<file path="config.mk">
export PLATFORM = sky130hd
export DESIGN_NAME = pc_sequencer
export DESIGN_NICKNAME = d
export VERILOG_FILES = /design/src/rtl/pc_sequencer.sv
export SDC_FILE = /design/constraint.sdc
export NUM_CORES = 1
export LEC_CHECK = 0
export ABC_AREA = 1
export CAP_MARGIN = 5
export CORE_MARGIN = 2
export CORE_UTILIZATION = 40
export CTS_CLUSTER_SIZE = 30
export DETAILED_ROUTE_END_ITERATION = 6
export GPL_TIMING_DRIVEN = 1
export PLACE_DENSITY = 0.72
export SLEW_MARGIN = 30
export SYNTH_ARGS = -nofsm -noshare
export SYNTH_HDL_FRONTEND = slang
export SYNTH_SLANG_ARGS = --single-unit
</file>
<file path="constraint.sdc">
create_clock -name clk -period 1.5 [get_ports clk]
set_clock_uncertainty 0.15 [all_clocks]
set_input_delay 0.45 -clock clk [delete_from_list [all_inputs] [get_ports clk]]
set_output_delay 0.45 -clock clk [all_outputs]
set_load 0.02 [all_outputs]
</file>
<file path="src/rtl/pc_sequencer.sv">
// Fetch/decode/execute sequencer: owns the instruction-memory PC, the ALU write
// strobe, and resolution of unconditional and flag-conditional jumps.
//
// state  | meaning
// IDLE   | after reset, waiting for start
// FETCH  | im_addr=pc, instruction word captured into ir at the edge
// DECODE | jump condition evaluated from ir_op and registered flags
// EXEC   | ALU strobe / PC update / halt decision
// HALT   | stopped on a HALT opcode, waiting for start
module pc_sequencer #(
    parameter int ADDR_W    = 8,
    parameter int PROG_LAST = 24,
    parameter int OP_W      = 4
) (
    input  logic              clk,
    input  logic              rst_n,
    input  logic              start,
    input  logic              stall,
    input  logic [OP_W-1:0]   im_op,
    input  logic [ADDR_W-1:0] im_target,
    input  logic              flag_we,
    input  logic              z_in,
    input  logic              n_in,
    input  logic              c_in,
    output logic [ADDR_W-1:0] im_addr,
    output logic              alu_we,
    output logic              jump_taken,
    output logic              addr_err,
    output logic              busy,
    output logic              halted
);

    localparam logic [2:0] S_IDLE   = 3'd0;
    localparam logic [2:0] S_FETCH  = 3'd1;
    localparam logic [2:0] S_DECODE = 3'd2;
    localparam logic [2:0] S_EXEC   = 3'd3;
    localparam logic [2:0] S_HALT   = 3'd4;

    localparam logic [OP_W-1:0] OP_ALU  = OP_W'(4'h1);
    localparam logic [OP_W-1:0] OP_JMP  = OP_W'(4'h8);
    localparam logic [OP_W-1:0] OP_JEQ  = OP_W'(4'h9);
    localparam logic [OP_W-1:0] OP_JNE  = OP_W'(4'hA);
    localparam logic [OP_W-1:0] OP_JGT  = OP_W'(4'hB);
    localparam logic [OP_W-1:0] OP_JLT  = OP_W'(4'hC);
    localparam logic [OP_W-1:0] OP_JCS  = OP_W'(4'hD);
    localparam logic [OP_W-1:0] OP_HALT = OP_W'(4'hF);

    localparam logic [ADDR_W-1:0] LAST_ADDR = ADDR_W'(PROG_LAST);

    logic [2:0]        state;
    logic [ADDR_W-1:0] pc;
    logic [OP_W-1:0]   ir_op;
    logic [ADDR_W-1:0] ir_target;
    logic              z_flag, n_flag, c_flag;
    logic              take;
    logic              cond;
    logic              target_bad;
    logic [ADDR_W-1:0] pc_inc;
    logic              exec_go;

    always_comb begin
        cond = 1'b0;
        case (ir_op)
            OP_JMP:  cond = 1'b1;
            OP_JEQ:  cond = z_flag;
            OP_JNE:  cond = !z_flag;
            OP_JGT:  cond = !z_flag && !n_flag;
            OP_JLT:  cond = n_flag;
            OP_JCS:  cond = c_flag;
            default: cond = 1'b0;
        endcase
    end

    assign target_bad = (ir_target > LAST_ADDR);
    assign pc_inc     = (pc == LAST_ADDR) ? '0 : pc + ADDR_W'(1);
    assign exec_go    = (state == S_EXEC) && !stall;

    assign im_addr    = pc;
    assign alu_we     = exec_go && (ir_op == OP_ALU);
    assign jump_taken = exec_go && take;
    assign addr_err   = exec_go && take && target_bad;
    assign busy       = (state == S_FETCH) || (state == S_DECODE) || (state == S_EXEC);
    assign halted     = (state == S_HALT);

    // Flags track the ALU regardless of sequencer state or stall.
    always_ff @(posedge clk or negedge rst_n) begin
        if (!rst_n) begin
            z_flag <= 1'b0;
            n_flag <= 1'b0;
            c_flag <= 1'b0;
        end else if (flag_we) begin
            z_flag <= z_in;
            n_flag <= n_in;
            c_flag <= c_in;
        end
    end

    always_ff @(posedge clk or negedge rst_n) begin
        if (!rst_n) begin
            state     <= S_IDLE;
            pc        <= '0;
            ir_op     <= '0;
            ir_target <= '0;
            take      <= 1'b0;
        end else begin
            case (state)
                S_IDLE, S_HALT: begin
                    if (start) begin
                        pc    <= '0;
                        state <= S_FETCH;
                    end
                end
                S_FETCH: begin
                    if (!stall) begin
                        ir_op     <= im_op;
                        ir_target <= im_target;
                        state     <= S_DECODE;
                    end
                end
                S_DECODE: begin
                    // Sampled before any same-edge flag update lands.
                    if (!stall) begin
                        take  <= cond;
                        state <= S_EXEC;
                    end
                end
                S_EXEC: begin
                    if (!stall) begin
                        if (ir_op == OP_HALT) begin
                            state <= S_HALT;
                        end else begin
                            state <= S_FETCH;
                            if (take) pc <= target_bad ? '0 : ir_target;
                            else      pc <= pc_inc;
                        end
                    end
                end
                default: state <= S_IDLE;
            endcase
        end
    end

endmodule
</file>
==> results.sh, run 1 <==
export IMPL_fp_dieW_microns=66.2
export IMPL_cts_buffers=3
export IMPL_synth_nets=227
export IMPL_endpoint_kind="output pin"
export IMPL_comb_power_share_pct=61.4
export IMPL_drv_cap=0
export IMPL_syn_area_sq_um=1550
export IMPL_clk_pin_slew_ns=0.10
export IMPL_fp_coreArea_sq_um=3690
export IMPL_die_area_sq_um=4380
export IMPL_die_h_microns=66.2
export IMPL_hpwl_microns=2830
export IMPL_grt_pass1_vias=1582
export IMPL_htree_num_levels=1
export IMPL_holdBufCountCts=0
export IMPL_worst_skew_pair_late_latency_ns=0.28
export IMPL_grt_ovfl_total=0
export IMPL_clock_path_buffers=2
export IMPL_start_util_pct=42.0
export IMPL_fin_crit_ns=1.91
export IMPL_syn_avg_cell_area_sq_um=7.55
export IMPL_dr_first_iter_drc_count=84
export IMPL_p_clk_share_pct=10.8
export IMPL_hold_viol_final=0
export IMPL_crit_path_max_fanout=2
export IMPL_portBuffers=32
export IMPL_power_density_nw_per_um2=1660
export IMPL_rows=22
export IMPL_antenna_found_initial=0
export IMPL_worst_ep_arrival_time_ns=1.31
export IMPL_synth_area_leaders="dfrtp_1 (44%), nand2_1 (17%), mux2_1 (6.5%), nand3_1 (6.5%), inv_1 (5.3%)"
export IMPL_pre_cts_ws_ns=-1.04
export IMPL_cp_required_ns=0.90
export IMPL_synth_edff_count=0
export IMPL_vdd_ir_drop_worst_mv=1.22
export IMPL_cp_cell_sequence="nor2_4 > nand2_4 > nor2_4 > and2_4 > buf_6"
export IMPL_path_common_cell="nor2_4"
export IMPL_finalWirelength_microns=4030
export IMPL_max_slew_margin_rel_pct=85.3
export IMPL_clkSinkCount=27
export IMPL_crit_family="simple AND/OR/NAND/NOR gates"
export IMPL_yosysMostFrequentCell="nand2_1"
export IMPL_startpoint_type="register"
export IMPL_cell_internal_pwr_mw=2.43
export IMPL_ys_ff_latch=27
export IMPL_violations="negative setup slack"
export IMPL_drt_pre_antenna_iters=5
export IMPL_dpl_cell_count=323
export IMPL_cts_root_buf="clkbuf_8"
export IMPL_wl_per_cell_microns=12.1
export IMPL_max_stage_delay_ns=0.43
export IMPL_r2r_slack_ns=-0.15
export IMPL_setup_viol=28
export IMPL_grt_max_degree=28
export IMPL_yosys_area_top_type="dfrtp_1"
export IMPL_ys_async_sr_fraction_pct=100
export IMPL_cts_tree="done"
export IMPL_synth_common_cells="nand2_1 (69), dfrtp_1 (27), inv_1 (22)"
export IMPL_ys_flop_type="dfrtp_1"
export IMPL_slew_viol_final=0
export IMPL_instances_no_fill=334
export IMPL_setup_slack_ns=-0.408
export IMPL_avgViaCountPerCell=4.78
export IMPL_fmax_mhz=524
export IMPL_status="complete, but fails checks"
export IMPL_p_sw_mw=1.69
export IMPL_grtUsageTotal_pct=19.9
export IMPL_n_antenna_cell=0
export IMPL_crit_buf_inv=1
export IMPL_p_seq_share_pct=27.9
export IMPL_netlist_area_leader_share_pct=43.7
export IMPL_ys_types=25
export IMPL_p_leak_nw=1.27
export IMPL_syn_inst=205
export IMPL_ant_nets=0
export IMPL_worst_slew_pin_slew_ns=0.219
export IMPL_timing_hold_ws_ns=0.357
export IMPL_area_delta_synth_final_pct=60.1
export IMPL_critical_path_class="register to output pin"
export IMPL_period_share_pct=127
export IMPL_grt_first_pass_wirelength_microns=6690
export IMPL_ios=33
export IMPL_vias=1598
export IMPL_yosysSeqAreaShare_pct=43.7
export IMPL_place_gp_congestion=0.871
export IMPL_crit_path_top_delay_cell="dfrtp_1"
export IMPL_min_path_type="input pin to async pin"
export IMPL_yosysWarnings=0
export IMPL_switching_share_pct=41.0
export IMPL_nets=309
export IMPL_drive_above_1_share_pct=37.1
export IMPL_rsz0062_at_grt="true"
export IMPL_drc=0
[registers in the layout, indices dropped and copies added, names as in the netlist]
name	count
ir_target	8
state	3
z_flag	1
c_flag	1
n_flag	1
im_addr	8
ir_op	4
take	1
[cells by family after synthesis]
logic type / share of synthesized area [%]
buf+inv: 7.28
fa+ha+maj: 1.62
mux: 6.55
simple gates: 34.3
compound gates: 6.63
flops: 43.7
[power groups by stage]
stage               registers [mW]  clock network, mW  logic [mW]
floorplan                     1.23                  0        1.03
global placement              1.13                  0        2.03
detailed placement            1.15                  0        2.09
CTS                           1.14              0.454        2.21
global route                  1.18              0.487        2.77
finish                        1.15              0.443        2.53
[cell usage in the layout (no fill, tap or decap), types with 2 or more instances in the layout]
cell type        synthesis  layout
nand2_1                 69      62
buf_4                    0      39
dfrtp_1                 27      27
inv_1                   22      19
nand3_1                 20      19
clkdlybuf4s50_1          0      18
nor2_1                  19      13
buf_6                    1      10
buf_2                    0       9
nor2_4                   1       8
mux2_4                   0       8
nand2_2                  2       7
inv_2                    4       5
o21ai_0                  6       5
a21oi_1                  6       5
o21ai_1                  4       4
clkbuf_8                 0       3
inv_4                    0       2
nand2_4                  0       2
nand4_1                  2       2
ha_1                     2       2
buf_12                   0       2
[worst paths after layout]
check,cells after the start,startpoint,endpoint
worst max-delay path,5,state[2],addr_err
worst min-delay path,2,rst_n,z_flag
worst max register to register,10,state[0],im_addr[4]
worst min register to register,1,ir_target[5],ir_target[5]
max in group asynchronous,2,rst_n,im_addr[1]
min in group clk,1,ir_target[5],ir_target[5]
[per-layer routing]
metal | track usage, % | share of wire (%)
met1 | 22.9 | 42
met2 | 36.3 | 52
met3 | 4.43 | 4.7
met4 | 6.38 | 1.4
met5 | 0 | 0
[what timing repair did]
item,4_1_cts,5_1_grt
setup endpoints to repair,35,28
pin swaps,4,9
buffers inserted,4,3
resized for setup,71,30
[layout make-up]
type                    instances  area (sq um)
flip-flops and latches         27           676
clock buffers                   3          41.3
repair buffers                 79           679
fillers                       311          1210
multi-input cells             150           910
well taps                      48          60.1
inverters                      26           103
clock inverters                 1          8.76
[metrics by stage]
stage               cell area (sq um)  setup TNS [ns]  power [mW]  utilization (%)
floorplan                        1600          -0.308        2.26                -
global placement                 2270          -13.64        3.15             61.6
detailed placement               2270          -14.27        3.23             61.6
CTS                              2350           -3.64        3.80             63.7
global route                     2480           -5.37        4.44             67.2
finish                           2480           -3.85        4.12             67.2
Power figures use the tool's default switching activity.
==> run 2: changes to the inputs <==
Settings changed: PLACE_DENSITY 0.72 to default, PLACE_DENSITY_LB_ADDON from default to 0.3, RECOVER_POWER from default to 25.
==> results.sh, run 2 (synthesis results as in run 1) <==
export IMPL_status="complete, but fails checks"
export IMPL_violations="negative setup slack"
export IMPL_cell_internal_pwr_mw=2.45
export IMPL_hpwl_microns=2810
export IMPL_grtUsageMet2_pct=35.8
export IMPL_pre_cts_ws_ns=-1.03
export IMPL_cts_buffers=3
export IMPL_min_path_type="register to register"
export IMPL_endpoint_kind="output pin"
export IMPL_p_seq_share_pct=27.0
export IMPL_fin_crit_ns=1.92
export IMPL_area_delta_synth_final_pct=61.2
export IMPL_worst_slew_pin_slew_ns=0.689
export IMPL_fillers=308
export IMPL_grt_pass1_vias=1534
export IMPL_r2r_slack_ns=-0.27
export IMPL_timing_hold_ws_ns=0.374
export IMPL_grtUsageMet3_pct=3.41
export IMPL_p_leak_nw=1.26
export IMPL_comb_power_share_pct=62.4
export IMPL_drt_pre_antenna_iters=5
export IMPL_p_sw_mw=1.79
export IMPL_wl_per_cell_microns=12.5
export IMPL_p_clk_share_pct=10.7
export IMPL_cp_required_ns=0.90
export IMPL_fp_dieW_microns=66.2
export IMPL_crit_path_max_fanout=6
export IMPL_period_share_pct=128
export IMPL_start_util_pct=42.0
export IMPL_grt_max_degree=28
export IMPL_final_cell_mix="nand2_1 (58), buf_4 (40), dfrtp_1 (27)"
export IMPL_cts_tree="done"
export IMPL_clock_path_buffers=2
export IMPL_place_gp_congestion=0.897
export IMPL_max_slew_margin_rel_pct=54.1
export IMPL_totalPowerFinal_mw=4.24
export IMPL_fp_coreArea_sq_um=3690
export IMPL_grt_ovfl_total=0
export IMPL_critical_path_class="register to output pin"
export IMPL_grt_first_pass_wirelength_microns=6840
export IMPL_setup_viol=28
export IMPL_fin_tns_setup_ns=-6.51
export IMPL_antenna_found_initial=0
export IMPL_fmax_mhz=521
export IMPL_rows=22
export IMPL_avgViaCountPerCell=4.93
export IMPL_startpoint_type="register"
export IMPL_r2r_start="state[2]"
export IMPL_drc=0
export IMPL_finalWirelength_microns=4170
export IMPL_busiest_layer="met2"
export IMPL_dr_first_iter_drc_count=92
export IMPL_worst_skew_pair_late_latency_ns=0.28
export IMPL_portBuffers=32
export IMPL_drv_cap=0
export IMPL_die_h_microns=66.2
export IMPL_fin_util_pct=67.6
export IMPL_cp_startpoint="state[1]"
export IMPL_met1_usage_pct=25.0
export IMPL_multi_input_area_sq_um=977
export IMPL_dpl_cell_count=324
export IMPL_htree_num_levels=1
export IMPL_vias=1643
export IMPL_ant_nets=0
export IMPL_n_antenna_cell=0
export IMPL_seq_area_sq_um=676
export IMPL_final_common_cell="nand2_1"
export IMPL_dpl_instance_area_sq_um=2280
export IMPL_clk_pin_slew_ns=0.10
export IMPL_switching_share_pct=42.2
export IMPL_slew_viol_final=0
export IMPL_instances_no_fill=333
export IMPL_cts_root_buf="clkbuf_8"
export IMPL_vdd_ir_drop_worst_mv=1.13
export IMPL_grtUsageTotal_pct=20.1
export IMPL_worst_ep_arrival_time_ns=1.32
export IMPL_drive_above_1_share_pct=38.9
export IMPL_rsz0062_at_grt="true"
export IMPL_ios=33
export IMPL_design_area_sq_um=2490
export IMPL_hold_viol_final=0
export IMPL_nets=308
export IMPL_die_area_sq_um=4380
export IMPL_worst_hold_startpoint="ir_target[5]"
export IMPL_setup_slack_ns=-0.418
export IMPL_clkSinkCount=27
export IMPL_power_density_nw_per_um2=1700
[run 2: power groups by stage]
stage          combinational [mW]  sequential [mW]  clock, mW
5_1_grt                      2.88             1.18      0.495
6_report                     2.64             1.14      0.452
2_1_floorplan                1.03             1.23          0
3_3_place_gp                 2.06             1.13          0
3_5_place_dp                 2.11             1.14          0
4_1_cts                      2.29             1.13      0.461
[run 2: timing repair]
item	4_1_cts	5_1_grt
cloned	1	0
endpoints found under the setup margin	36	28
hold buffers	0	0
pin swaps	9	18
resized for setup	73	37
setup buffers	2	2
[run 2: routing by layer]
layer / vias up / wire length [microns]
li1: 815 / -
met1: 771 / 1730
met2: 53 / 2200
met3: 4 / 196
met4: 0 / 40
met5: - / 0
[run 2: path summary, 6_finish.rpt]
kind                                 to  cells after the start
max                                busy                      5
min                        ir_target[5]                      1
max reg2reg                  im_addr[0]                      9
min reg2reg                ir_target[5]                      1
max in group asynchronous    im_addr[2]                      2
min in group asynchronous      state[1]                      2
[run 2: area by class of cell]
class	count	area share, %
clock buffers	3	1.65
clock inverters	1	0.351
inverters	26	4.11
multi-input cells	151	39.2
flip-flops and latches	27	27.1
well taps	48	2.41
repair buffers	77	25.2
[run 2: worst max-delay path: stages (launching register included)]
cell and delay [ns]:
dfrtp_1 0.42, buf_4 0.18, nor2_4 0.12, buf_4 0.13
nor2_1 0.04, buf_2 0.15
==> run 3: changes to the inputs <==
Settings changed: PLACE_DENSITY_LB_ADDON 0.3 to 0.12.
==> results.sh, run 3 (synthesis results as in run 1) <==
export IMPL_cp_required_ns=0.90
export IMPL_clk_pin_slew_ns=0.09
export IMPL_grt_pass1_vias=1485
export IMPL_worst_ep_arrival_time_ns=1.29
export IMPL_crit_path_max_fanout=2
export IMPL_drt_pre_antenna_iters=4
export IMPL_drive_above_1_share_pct=37.5
export IMPL_met1Wirelength_microns=1750
export IMPL_die_area_sq_um=4380
export IMPL_setup_viol=28
export IMPL_hold_viol_final=0
export IMPL_endpoint_kind="output pin"
export IMPL_vdd_ir_drop_worst_mv=0.853
export IMPL_ant_nets=0
export IMPL_cts_root_buf="clkbuf_8"
export IMPL_hpwl_microns=2710
export IMPL_clock_path_buffers=2
export IMPL_clkSinkCount=27
export IMPL_p_leak_nw=1.25
export IMPL_startpoint_type="register"
export IMPL_drc=0
export IMPL_nets=308
export IMPL_place_gp_congestion=0.876
export IMPL_path_common_cell="nor2_4"
export IMPL_violations="negative setup slack"
export IMPL_highest_layer="met4"
export IMPL_die_h_microns=66.2
export IMPL_setup_slack_ns=-0.390
export IMPL_wl_per_cell_microns=11.6
export IMPL_ios=33
export IMPL_drv_cap=0
export IMPL_critical_path_class="register to output pin"
export IMPL_fmax_mhz=529
export IMPL_portBuffers=32
export IMPL_slew_viol_final=0
export IMPL_crit_path_top_delay_cell="dfrtp_1"
export IMPL_grt_ovfl_total=0
export IMPL_fp_coreArea_sq_um=3690
export IMPL_rsz0062_at_grt="true"
export IMPL_grtUsageTotal_pct=19.3
export IMPL_worst_skew_pair_late_latency_ns=0.27
export IMPL_area_delta_synth_final_pct=59.8
export IMPL_grt_max_degree=28
export IMPL_start_util_pct=42.0
export IMPL_rows=22
export IMPL_fin_tns_setup_ns=-3.89
export IMPL_dpl_instance_area_sq_um=2270
export IMPL_min_path_type="register to register"
export IMPL_fin_crit_ns=1.89
export IMPL_worst_slew_pin_slew_ns=0.666
export IMPL_cp_cell_sequence="nand2_2 > nor2_4 > nand2_4 > nor2_4 > and2_4 > buf_6"
export IMPL_totalPowerFinal_mw=4.21
export IMPL_status="complete, but fails checks"
export IMPL_final_common_cell="nand2_1"
export IMPL_design_area_sq_um=2470
export IMPL_fp_dieW_microns=66.2
export IMPL_avgViaCountPerCell=4.71
export IMPL_htree_num_levels=1
export IMPL_vias=1570
export IMPL_max_stage_delay_ns=0.38
export IMPL_cts_buffers=3
export IMPL_finalWirelength_microns=3870
export IMPL_period_share_pct=126
export IMPL_n_antenna_cell=0
export IMPL_antenna_found_initial=0
export IMPL_grt_first_pass_wirelength_microns=6640
export IMPL_power_density_nw_per_um2=1700
export IMPL_final_cell_mix="nand2_1 (61), buf_4 (38), dfrtp_1 (27)"
export IMPL_wl_met2_microns=1930
export IMPL_cts_tree="done"
export IMPL_wl_met3_microns=162
export IMPL_pre_cts_ws_ns=-1.04
export IMPL_dr_first_iter_drc_count=101
export IMPL_max_slew_margin_rel_pct=55.6
-- run 3: cell count changes in the layout (fill, tap and decap cells not counted), sizes merged --
cell | before | now
inv | 27 | 26
clkbuf | 4 | 5
-- run 3: path summary, 6_finish.rpt --
check | start | endpoint | slack [ns] | cells past startpoint
setup / recovery | state[0] | addr_err | -0.39 | 6
hold / removal | c_flag | c_flag | 0.39 | 2
setup reg to reg | state[2] | im_addr[1] | -0.15 | 9
hold reg to reg | c_flag | c_flag | 0.39 | 2
max in group asynchronous | rst_n | im_addr[7] | 0.19 | 2
min in group asynchronous | rst_n | ir_target[7] | 0.58 | 2
-- run 3: critical path, delay by kind of cell, from the launching register on --
| family | cells | cell delay (ns) |
|---|---|---|
| DFF | 1 | 0.38 |
| buffers and inverters | 1 | 0.10 |
| and+or+nand+nor | 5 | 0.55 |
-- run 3: stage by stage --
stage                     utilization (%)  cells  hold WS, ns
final                                67.1    333        0.387
after global placement               61.6    323        0.330
after detailed placement             61.6    323        0.338
after CTS                            64.0    329        0.378
after floorplan                         -    205      0.00441
after global routing                 67.1    333        0.416
-- run 3: layer usage --
metal  up-vias  global-route usage, %
li1        815                      -
met1       711                   26.5
met2        42                   32.4
met3         2                   2.04
met4         0                   4.59
met5         -                      0
-- run 3: what timing repair did --
action / CTS / global route
gates resized for setup: 79 / 29
cloned: 1 / 0
setup buffers: 1 / 4
endpoints found under the setup margin: 36 / 27
pin swaps: 5 / 16
hold buffers: 0 / 0
-- run 3: report_power, final --
part,switching [mW],total (mW),internal (mW)
registers,0.163,1.14,0.978
logic,1.33,2.67,1.33
clock network,0.218,0.408,0.190
total,1.71,4.21,2.50
-- run 3: final cells by class --
type / instances / area, sq um
Tap cell: 48 / 60.1
Timing Repair Buffer: 77 / 643
Inverter: 26 / 105
Sequential cell: 27 / 676
Fill cell: 324 / 1210
Multi-Input combinational cell: 151 / 945
Clock buffer: 4 / 45.0
==> patch: new RTL, settings of run 1 <==
Set the parameter `ADDR_W` to 10 (it was 8).
--- a/src/rtl/pc_sequencer.sv
+++ b/src/rtl/pc_sequencer.sv
@@ -9,5 +9,5 @@
 // HALT   | stopped on a HALT opcode, waiting for start
 module pc_sequencer #(
-    parameter int ADDR_W    = 8,
+    parameter int ADDR_W    = 10,
     parameter int PROG_LAST = 24,
     parameter int OP_W      = 4
Ports: changed (resized im_addr and im_target); port bits go from 33 to 37. No check against the original RTL was run, so the function may have changed too.
==> patch against run 1 <==
- global-route usage is 0.42 points lower
- combinational power is 17% higher
- synthesized cell count is 5.9% higher
- sequential cell count is 4 higher
- largest power group unchanged
- the flow still finishes with violations (negative setup slack)
- wire length is 18% higher
- worst hold slack hardly changed
- setup slack worse by 0.063 ns
- total power is 27% higher
- largest cell class unchanged
- first-iteration DRC count is 64% higher
- final area is 21% higher
- critical endpoint unchanged
- core utilization is 2.4 points higher
- area after synthesis is 13% higher
==> patch: results (changes against run 1) <==
outcome = finished with violations
violated checks = negative setup slack
routed vias/inst = 4.845 (+1.3%)
Mapped Cells = 217 (+5.9%)
GRT Total Usage = 19.50% (-0.42 points)
DRT Wirelength = 4761 um (+18%)
DR pass1 iterations = 4 (-1)
cell leakage power = 0.001468 uW (+16%)
Final Net Count = 338 (+9.4%)
critical path arrival = 1.37 ns (+0.06 ns)
Reg clk slew, reported paths = 0.06 ns (-0.04 ns)
vias in the first global route = 1738 (+9.9%)
total negative slack = -5.570 ns (-1.716 ns)
Synth area leaders = dfrtp_1 (44%), nand2_1 (12%), inv_1 (6.4%), nand3_1 (5.2%), nor2_1 (4.9%)
Non-Filler Instances = 367 (+9.9%)
Seq/Total Area, Yosys = 44.35% (+0.70 points)
yosys warns = 0 (unchanged)
setup ws final = -0.4707 ns (-0.06279 ns)
initial antenna violation count = 0 (unchanged)
worst slew pin tran = 0.3374 ns (+0.1181 ns)
layout cells sized above 1 = 44.44% (+7.4 points)
CTS Buf Count = 5 (+2)
Net Count, Synth = 241 (+6.2%)
clock latency on the worst-skew pair = 0.29 ns
Net Sw Frac = 38.18% (-2.9 points)
filler instances = 329 (+5.8%)
routed length on met2 = 2513 um (+21%)
# placed instances = 347 (+7.4%)
Peak VDD IR = 944.0 uV (-23%)
worst-path fanout max = 2 (unchanged)
Root Driver = clkbuf_8
H-tree depth = 2 (+1)
Initial DRC Count = 138 (+64%)
PortBufs = 36 (+13%)
endpoints failing setup = 32 (+14%)
HP Class = reg -> reg
crit-path max cell delay = 0.38 ns (-0.05 ns)
met3 wire length = 241 um (+28%)
Unique masters post-synth = 26 (+4.0%)
Commonest cells post-synth = nand2_1 (58), dfrtp_1 (31), inv_1 (30), nor2_1 (23), nand3_1 (18)
Post-DP HPWL = 2901 um (+2.6%)
first-pass GRT wire length = 7714 um (+15%)
CTS Buffer Depth = 2 (unchanged)
Placed Area = 2539 um2 (+12%)
largest net degree at the start of global routing = 32 (+14%)
Routed met1 length = 1896 um (+12%)
gpl congestion = 0.8415 (-3.3%)
patch: timing repair:
| item | 4_1_cts | 5_1_grt |
|---|---|---|
| setup endpoints to repair | 42 | 35 |
| cloned | 2 | 0 |
| pin swaps | 17 | 15 |
| setup buffers | 6 | 7 |
| resized for setup | 113 | 38 |
patch: metrics by stage:
stage	setup slack [ns]	util, %
after floorplan	-0.1841	-
after global placement	-1.033	59.12
after detailed placement	-1.062	59.12
after CTS	-0.4506	65.41
after global routing	-0.5143	69.52
final	-0.4707	69.52
patch: power groups by stage:
stage	registers, uW	clock network, uW	logic, uW
final	1290	985	2960
after global placement	1280	0	2030
after global routing	1310	1050	3200
after floorplan	1350	0	1090
after detailed placement	1290	0	2060
after CTS	1280	996	2510
patch: worst reg2reg max path: cells and delay by family, from the launching register on:
family / cells / cell delay [ns]
buffers and inverters: 4 / 0.44
AND/OR/NAND/NOR: 2 / 0.31
flip-flops: 1 / 0.40
AO/OA/AOI/OAI: 3 / 0.41
patch: cell families after synthesis:
logic type,Yosys count,share of synthesized area [%]
buf+inv,34,7.725
compound gates,20,6.581
mux,11,7.940
flops,31,44.35
fa+ha+maj,2,1.430
simple gates,115,29.97
xor+xnor,4,2.003
patch: area by class of cell:
cell class / count / area, um2 / share of cell area, %
tap: 52 / 65.06 / 2.179
multi-input combinational: 154 / 1096 / 36.71
inverter: 33 / 143.9 / 4.820
sequential: 31 / 778.2 / 26.07
clock buffer: 6 / 72.57 / 2.431
clock inverter: 2 / 60.06 / 2.012
timing repair buffer: 89 / 769.5 / 25.78
patch: final timing paths:
check | from | endpoint | slack, ns | cells after the start
worst max-delay path | ir_target[9] | addr_err | -0.47 | 5
max in group asynchronous | rst_n | im_addr[0] | 0.63 | 2
worst min-delay path | ir_target[6] | ir_target[6] | 0.36 | 1
worst max register to register | state[2] | state[0] | -0.29 | 9
worst min register to register | ir_target[6] | ir_target[6] | 0.36 | 1
min in group asynchronous | rst_n | im_addr[7] | 0.38 | 2
patch: metal layers:
metal | vias up | track usage, %
met5 | - | 0
met4 | 0 | 4.274
met3 | 12 | 3.896
met2 | 55 | 34.18
met1 | 819 | 24.86
li1 | 892 | -
